**src/rtl/axil_stream_bridge.sv**
```systemverilog
// AXI4-Lite slave bridging TX_DATA writes to an m_axis FIFO and s_axis words into a one-word RX_DATA register.
// Latency: awready/arready 1 cycle after request, bvalid/rvalid 1 cycle after accept; pushed TX word on m_axis next cycle.
// Backpressure: full TX FIFO drops writes; s_axis stalls while RX holds a word. AXIL_ERR_RESP_EN enables SLVERR responses.

module axil_stream_bridge_fifo #(
    parameter int W     = 32,
    parameter int DEPTH = 4
) (
    input  logic                   clk,
    input  logic                   reset_n,
    input  logic                   wr_vld,
    input  logic [W-1:0]           wr_dat,
    output logic                   wr_rdy,
    output logic                   rd_vld,
    output logic [W-1:0]           rd_dat,
    input  logic                   rd_rdy,
    output logic                   full,
    output logic [$clog2(DEPTH):0] count
);
    localparam int AW = $clog2(DEPTH);
    localparam int CW = AW + 1;

    logic [W-1:0]  mem [DEPTH];
    logic [AW-1:0] wr_ptr;
    logic [AW-1:0] rd_ptr;
    logic          push;
    logic          pop;

    assign full   = (count == CW'(DEPTH));
    assign rd_vld = (count != '0);
    assign rd_dat = rd_vld ? mem[rd_ptr] : '0;
    assign pop    = rd_vld && rd_rdy;
    // A pop frees the slot this cycle, so a push into a full FIFO still lands.
    assign wr_rdy = !full || pop;
    assign push   = wr_vld && wr_rdy;

    always_ff @(posedge clk or negedge reset_n) begin
        if (!reset_n) begin
            wr_ptr <= '0;
            rd_ptr <= '0;
            count  <= '0;
        end else begin
            if (push) wr_ptr <= wr_ptr + 1'b1;
            if (pop)  rd_ptr <= rd_ptr + 1'b1;
            count <= count + CW'(push) - CW'(pop);
        end
    end

    always_ff @(posedge clk) begin
        if (push) mem[wr_ptr] <= wr_dat;
    end
endmodule

module axil_stream_bridge #(
    parameter int TX_DEPTH = 4,
    parameter int ADDR_W   = 4
) (
    input  logic              clk,
    input  logic              reset_n,
    input  logic [ADDR_W-1:0] s_axil_awaddr,
    input  logic              s_axil_awvalid,
    output logic              s_axil_awready,
    input  logic [31:0]       s_axil_wdata,
    input  logic [3:0]        s_axil_wstrb,
    input  logic              s_axil_wvalid,
    output logic              s_axil_wready,
    output logic [1:0]        s_axil_bresp,
    output logic              s_axil_bvalid,
    input  logic              s_axil_bready,
    input  logic [ADDR_W-1:0] s_axil_araddr,
    input  logic              s_axil_arvalid,
    output logic              s_axil_arready,
    output logic [31:0]       s_axil_rdata,
    output logic [1:0]        s_axil_rresp,
    output logic              s_axil_rvalid,
    input  logic              s_axil_rready,
    output logic [31:0]       m_axis_tdata,
    output logic              m_axis_tvalid,
    input  logic              m_axis_tready,
    input  logic [31:0]       s_axis_tdata,
    input  logic              s_axis_tvalid,
    output logic              s_axis_tready
);
    localparam int         CNT_W       = $clog2(TX_DEPTH) + 1;
    localparam logic [1:0] A_TX        = 2'd0;
    localparam logic [1:0] A_RX        = 2'd1;
    localparam logic [1:0] A_ST        = 2'd2;
    localparam logic [1:0] RESP_OKAY   = 2'b00;
    localparam logic [1:0] RESP_SLVERR = 2'b10;

    logic             aw_acc;
    logic             ar_acc;
    logic             tx_push;
    logic             tx_rdy;
    logic             tx_full;
    logic             tx_empty;
    logic [CNT_W-1:0] tx_count;
    logic [4:0]       tx_count5;
    logic             rx_valid;
    logic [31:0]      rx_data;
    logic             rx_pop;
    logic [1:0]       wr_sel;
    logic [1:0]       rd_sel;
    logic [1:0]       wr_resp;
    logic [1:0]       rd_resp;
    logic [31:0]      status;
    logic [31:0]      rd_mux;
    logic             aw_req;
    logic             unused_ok;

    assign wr_sel    = s_axil_awaddr[3:2];
    assign rd_sel    = s_axil_araddr[3:2];
    assign aw_acc    = s_axil_awready && s_axil_awvalid && s_axil_wvalid;
    assign ar_acc    = s_axil_arready && s_axil_arvalid;
    assign aw_req    = s_axil_awvalid && s_axil_wvalid && !s_axil_bvalid && !s_axil_awready;
    assign tx_push   = aw_acc && (wr_sel == A_TX);
    assign rx_pop    = ar_acc && (rd_sel == A_RX) && rx_valid;
    assign s_axis_tready = !rx_valid || rx_pop;
    assign tx_empty  = !m_axis_tvalid;
    assign tx_count5 = 5'(tx_count);
    assign status    = {19'd0, tx_count5, 5'd0, rx_valid, tx_empty, tx_full};
    assign unused_ok = ^{s_axil_wstrb, s_axil_awaddr, s_axil_araddr, tx_rdy};

    axil_stream_bridge_fifo #(
        .W     (32),
        .DEPTH (TX_DEPTH)
    ) u_tx_fifo (
        .clk     (clk),
        .reset_n (reset_n),
        .wr_vld  (tx_push),
        .wr_dat  (s_axil_wdata),
        .wr_rdy  (tx_rdy),
        .rd_vld  (m_axis_tvalid),
        .rd_dat  (m_axis_tdata),
        .rd_rdy  (m_axis_tready),
        .full    (tx_full),
        .count   (tx_count)
    );

    always_comb begin
        rd_mux = '0;
        case (rd_sel)
            A_RX:    rd_mux = rx_valid ? rx_data : '0;
            A_ST:    rd_mux = status;
            default: rd_mux = '0;
        endcase
    end

    always_comb begin
        wr_resp = RESP_OKAY;
        rd_resp = RESP_OKAY;
`ifdef AXIL_ERR_RESP_EN
        if ((wr_sel != A_TX) || !tx_rdy) wr_resp = RESP_SLVERR;
        if ((rd_sel == 2'd3) || ((rd_sel == A_RX) && !rx_valid)) rd_resp = RESP_SLVERR;
`endif
    end

    always_ff @(posedge clk or negedge reset_n) begin
        if (!reset_n) begin
            s_axil_awready <= 1'b0;
            s_axil_wready  <= 1'b0;
            s_axil_bvalid  <= 1'b0;
            s_axil_bresp   <= RESP_OKAY;
            s_axil_arready <= 1'b0;
            s_axil_rvalid  <= 1'b0;
            s_axil_rdata   <= '0;
            s_axil_rresp   <= RESP_OKAY;
            rx_valid       <= 1'b0;
            rx_data        <= '0;
        end else begin
            // Ready is a registered single-cycle pulse; the accept happens while it is high.
            s_axil_awready <= aw_req;
            s_axil_wready  <= aw_req;
            if (aw_acc) begin
                s_axil_bvalid <= 1'b1;
                s_axil_bresp  <= wr_resp;
            end else if (s_axil_bvalid && s_axil_bready) begin
                s_axil_bvalid <= 1'b0;
            end

            s_axil_arready <= s_axil_arvalid && !s_axil_rvalid && !s_axil_arready;
            if (ar_acc) begin
                s_axil_rvalid <= 1'b1;
                s_axil_rdata  <= rd_mux;
                s_axil_rresp  <= rd_resp;
            end else if (s_axil_rvalid && s_axil_rready) begin
                s_axil_rvalid <= 1'b0;
            end

            // A capture in the pop cycle takes priority so the new word is kept.
            if (s_axis_tvalid && s_axis_tready) begin
                rx_valid <= 1'b1;
                rx_data  <= s_axis_tdata;
            end else if (rx_pop) begin
                rx_valid <= 1'b0;
            end
        end
    end
endmodule
```
**config.mk**
```make
export PLATFORM = sky130hd
export DESIGN_NAME = axil_stream_bridge
export DESIGN_NICKNAME = d
export VERILOG_FILES = /design/src/rtl/axil_stream_bridge.sv
export SDC_FILE = /design/constraint.sdc
export NUM_CORES = 1
export LEC_CHECK = 0
export BUFFER_PORTS_ARGS = -buffer_cell sky130_fd_sc_hd__buf_2
export CORE_UTILIZATION = 50
export CTS_BUF_LIST = sky130_fd_sc_hd__clkbuf_8
export CTS_CLUSTER_SIZE = 16
export DETAILED_ROUTE_END_ITERATION = 12
export GPL_ROUTABILITY_DRIVEN = 1
export PLACE_DENSITY = 0.72
export SLEW_MARGIN = 20
export SYNTH_ARGS = -nofsm -noshare
export SYNTH_HDL_FRONTEND = slang
export SYNTH_SLANG_ARGS = --single-unit
```
**constraint.sdc**
```tcl
create_clock -name clk -period 2.5 [get_ports clk]
set_clock_uncertainty 0.1 [all_clocks]
set_input_delay 0.5 -clock clk [delete_from_list [all_inputs] [get_ports clk]]
set_output_delay 0.5 -clock clk [all_outputs]
set_load 0.02 [all_outputs]
```
==> impl_metrics.py <==
metrics = {
    "place": {
        "place_congestion": 0.719,
        "dp_hpwl_um": 9180,
        "post-place-cells": 769,
        "portBuffers": 147,
    },
    "clock_network": {
        "clk_path_buf_depth": 3,
        "cts_sinks": 204,
        "root_buffer": "clkbuf_8",
        "clock_latency_ns": 0.50,
        "cts_htree_levels": 2,
        "cts-buffers-inserted": 35,
        "cts_tree": "built",
        "clk_pin_slew_worst_paths_ns": 0.06,
    },
    "grt": {
        "grt_pass1_wl_um": 24000,
        "grt_max_degree": 54,
        "grt_util_all_layers_pct": 19.5,
        "first_global_vias": 4761,
        "gr-total-overflow": 0,
        "antenna_found_initial": 2,
    },
    "timing": {
        "timing.final.max_slew_violations": 0,
        "worst_slew_pin_slew_ns": 0.663,
        "hold_ws_ns": 0.0824,
        "finalCritPeriodShare_pct": 105,
        "hold_viol": 0,
        "max_freq_ghz": 0.380,
        "fin_ws_ns": -0.130,
        "slew_headroom_pct": 55.8,
        "setup_viol": 32,
        "rsz0062_at_grt": "yes",
        "layout_min_cycle_time_ns": 2.63,
    },
    "route": {
        "ant_nets": 0,
        "vias": 4343,
        "drt-total-wl_um": 15200,
        "drc": 0,
        "wl_per_cell_um": 18.3,
        "drt_iter0_markers": 205,
        "dr.pass1.iters": 4,
        "vias_per_cell": 5.21,
    },
    "setup_path": {
        "slowest_delay_ns": 0.50,
        "cp_common_cell": "buf_6",
        "rrSetupSlack_ns": 0.27,
        "cp.required_ns": 1.90,
        "critPathMaxFanout": 7,
        "cp_data_arrival_time_ns": 2.03,
        "slowest_stage": "mux4_2",
        "endpoint_kind": "output pin",
        "worstPathCellList": "buf_6, buf_16, mux4_2, and2_4, buf_6",
        "critPathLaunchType": "flop",
        "crit_type": "flop to output pin",
    },
    "power_and_ir_drop": {
        "fin_total_pwr_mw": 10.2,
        "leakagePower_nw": 4.10,
        "power.density_nw_per_um2": 1030,
        "vdd_ir_drop_max_uv": 506,
    },
    "final_layout": {
        "antennaDiodeCount": 0,
        "nFillCells": 1109,
        "mostFrequentLayoutCells": "128 x edfxtp_1, 125 x buf_2, 74 x dfrtp_1",
        "areaGrowthSynthToFinish_pct": 23.8,
        "final_nets": 694,
        "drive_gt1_share_pct": 47.7,
        "final_common_cell": "edfxtp_1",
        "final_cells": 833,
    },
    "run_status": {
        "failed_checks": "negative setup slack",
        "run_status": "complete, but fails checks",
    },
    "synth": {
        "synthesis.area_um2": 7970,
        "netlist.area_leader.share_pct": 48.3,
        "synth.top_cells.by_area": "edfxtp_1 48%, dfrtp_1 24%, mux4_2 7.9%, mux2_2 3.4%, a22o_1 3.2%",
        "ys_ff_latch": 204,
        "syn_avg_cell_area_um2": 19.1,
        "synth-seq-area-share_pct": 72.1,
        "synth_area_leader_cell": "edfxtp_1",
        "synth_cell_types": 36,
        "yosys_warnings": 0,
        "syn_inst": 416,
    },
    "worst_hold_path": {
        "min_path_type": "input port to flop",
    },
    "floorplan": {
        "dieHeight_um": 128,
        "pin_count": 160,
        "die_area_um2": 16400,
        "start_util_pct": 51.8,
        "rows": 45,
        "core_um2": 15400,
        "die_w_um": 128,
    },
    "flow_run": {
        "cap_violations": 0,
    },
}
==> path summary, 6_finish.rpt <==
kind,from,end,cells past startpoint
worst max-delay path,u_tx_fifo.rd_ptr[0]$_DFFE_PN0P_,m_axis_tdata[30],5
worst min-delay path,s_axil_rready,s_axil_rvalid$_DFFE_PN0P_,2
worst max register to register,u_tx_fifo.count[1]$_DFF_PN0_,u_tx_fifo.count[2]$_DFF_PN0_,9
worst min register to register,s_axil_bvalid$_DFFE_PN0P_,s_axil_wready$_DFF_PN0_,1
max in group asynchronous,reset_n,s_axil_bvalid$_DFFE_PN0P_,3
min in group asynchronous,reset_n,rx_data[17]$_DFFE_PN0P_,2
==> metal layers <==
metal	global-route usage [%]	share of wire [%]	vias to the layer above
met5	0	0.059	-
met4	7.13	1.7	2
met3	6.51	7.7	25
met2	32.6	50	143
met1	23.5	41	2209
li1	-	-	1964
==> final cells by class <==
| cell class | instances | area (µm²) | area share (%) |
|---|---|---|---|
| clock buffer | 38 | 523 | 5.30 |
| clock inverter | 21 | 83.8 | 0.850 |
| inverter | 11 | 41.3 | 0.419 |
| multi-input combinational | 179 | 2040 | 20.7 |
| sequential | 204 | 5750 | 58.3 |
| tap | 211 | 264 | 2.68 |
| timing repair buffer | 169 | 1160 | 11.8 |
==> cell usage after synthesis (all sizes together) <==
master    n
a21boi    1
a21o      4
a21oi     1
a221o     1
a22o     29
and2     37
and4      1
and4b     1
buf      18
clkbuf    7
conb      1
dfrtp    76
edfxtp  128
fa        1
ha        8
inv      11
mux2     33
mux4     32
nand2     5
nand2b    2
nand3     4
nor2      1
nor3      2
nor3b     1
nor4      1
nor4b     1
o21ai     3
o31ai     1
xnor2     4
xor2      1
==> registers in the layout, summed over array words and instances (netlist names) <==
name and count:
u_tx_fifo.count 3, rx_valid 1, s_axil_wready 1, s_axil_arready 1, u_tx_fifo.mem 128, rx_data 32
u_tx_fifo.rd_ptr 2, s_axil_rvalid 1, u_tx_fifo.wr_ptr 2, s_axil_bvalid 1, s_axil_rdata 32
==> worst max-delay path, delay by kind of cell, from the launching register on <==
| family | cells | cell delay, ns |
|---|---|---|
| mux | 1 | 0.50 |
| flops | 1 | 0.43 |
| buf+inv | 3 | 0.43 |
| simple gates | 1 | 0.17 |
==> through the flow <==
| step | TNS (ns) | cell area [µm²] | util (%) | setup WS (ns) |
|---|---|---|---|---|
| 2_1_floorplan | 0 | 7980 | - | 0.233 |
| 3_3_place_gp | 0 | 9000 | 58.6 | 0.220 |
| 3_5_place_dp | 0 | 9000 | 58.6 | 0.177 |
| 4_1_cts | -3.72 | 9890 | 64.4 | -0.151 |
| 5_1_grt | -4.86 | 9860 | 64.2 | -0.202 |
| 6_report | -2.26 | 9860 | 64.2 | -0.130 |
==> power breakdown <==
part,switching (mW),total [mW],internal [mW],leakage (nW)
Combinational,1.56,3.40,1.84,1.64
Clock,1.23,2.61,1.39,0.348
Sequential,0.224,4.15,3.93,2.11
Total,3.01,10.2,7.15,4.10
==> what timing repair did <==
action | 4_1_cts | 5_1_grt
endpoints found under the hold margin | 52 | 0
setup endpoints to repair | 32 | 33
buffers inserted | 3 | 0
hold buffers | 1 | 0
resized for setup | 69 | 5
gates cloned | 3 | 0
==> logic make-up after synthesis <==
family | count (synthesis) | share of synthesized area [%]
adders and majority gates | 9 | 1.51
and+or+nand+nor | 56 | 4.57
muxes | 65 | 13.9
other | 1 | 0.0471
buffers and inverters | 36 | 3.02
AOI/OAI and AO/OA | 40 | 4.27
DFF | 204 | 72.1
xor gates and xnor gates | 5 | 0.550
No activity file was read; power rests on OpenSTA's default activity.
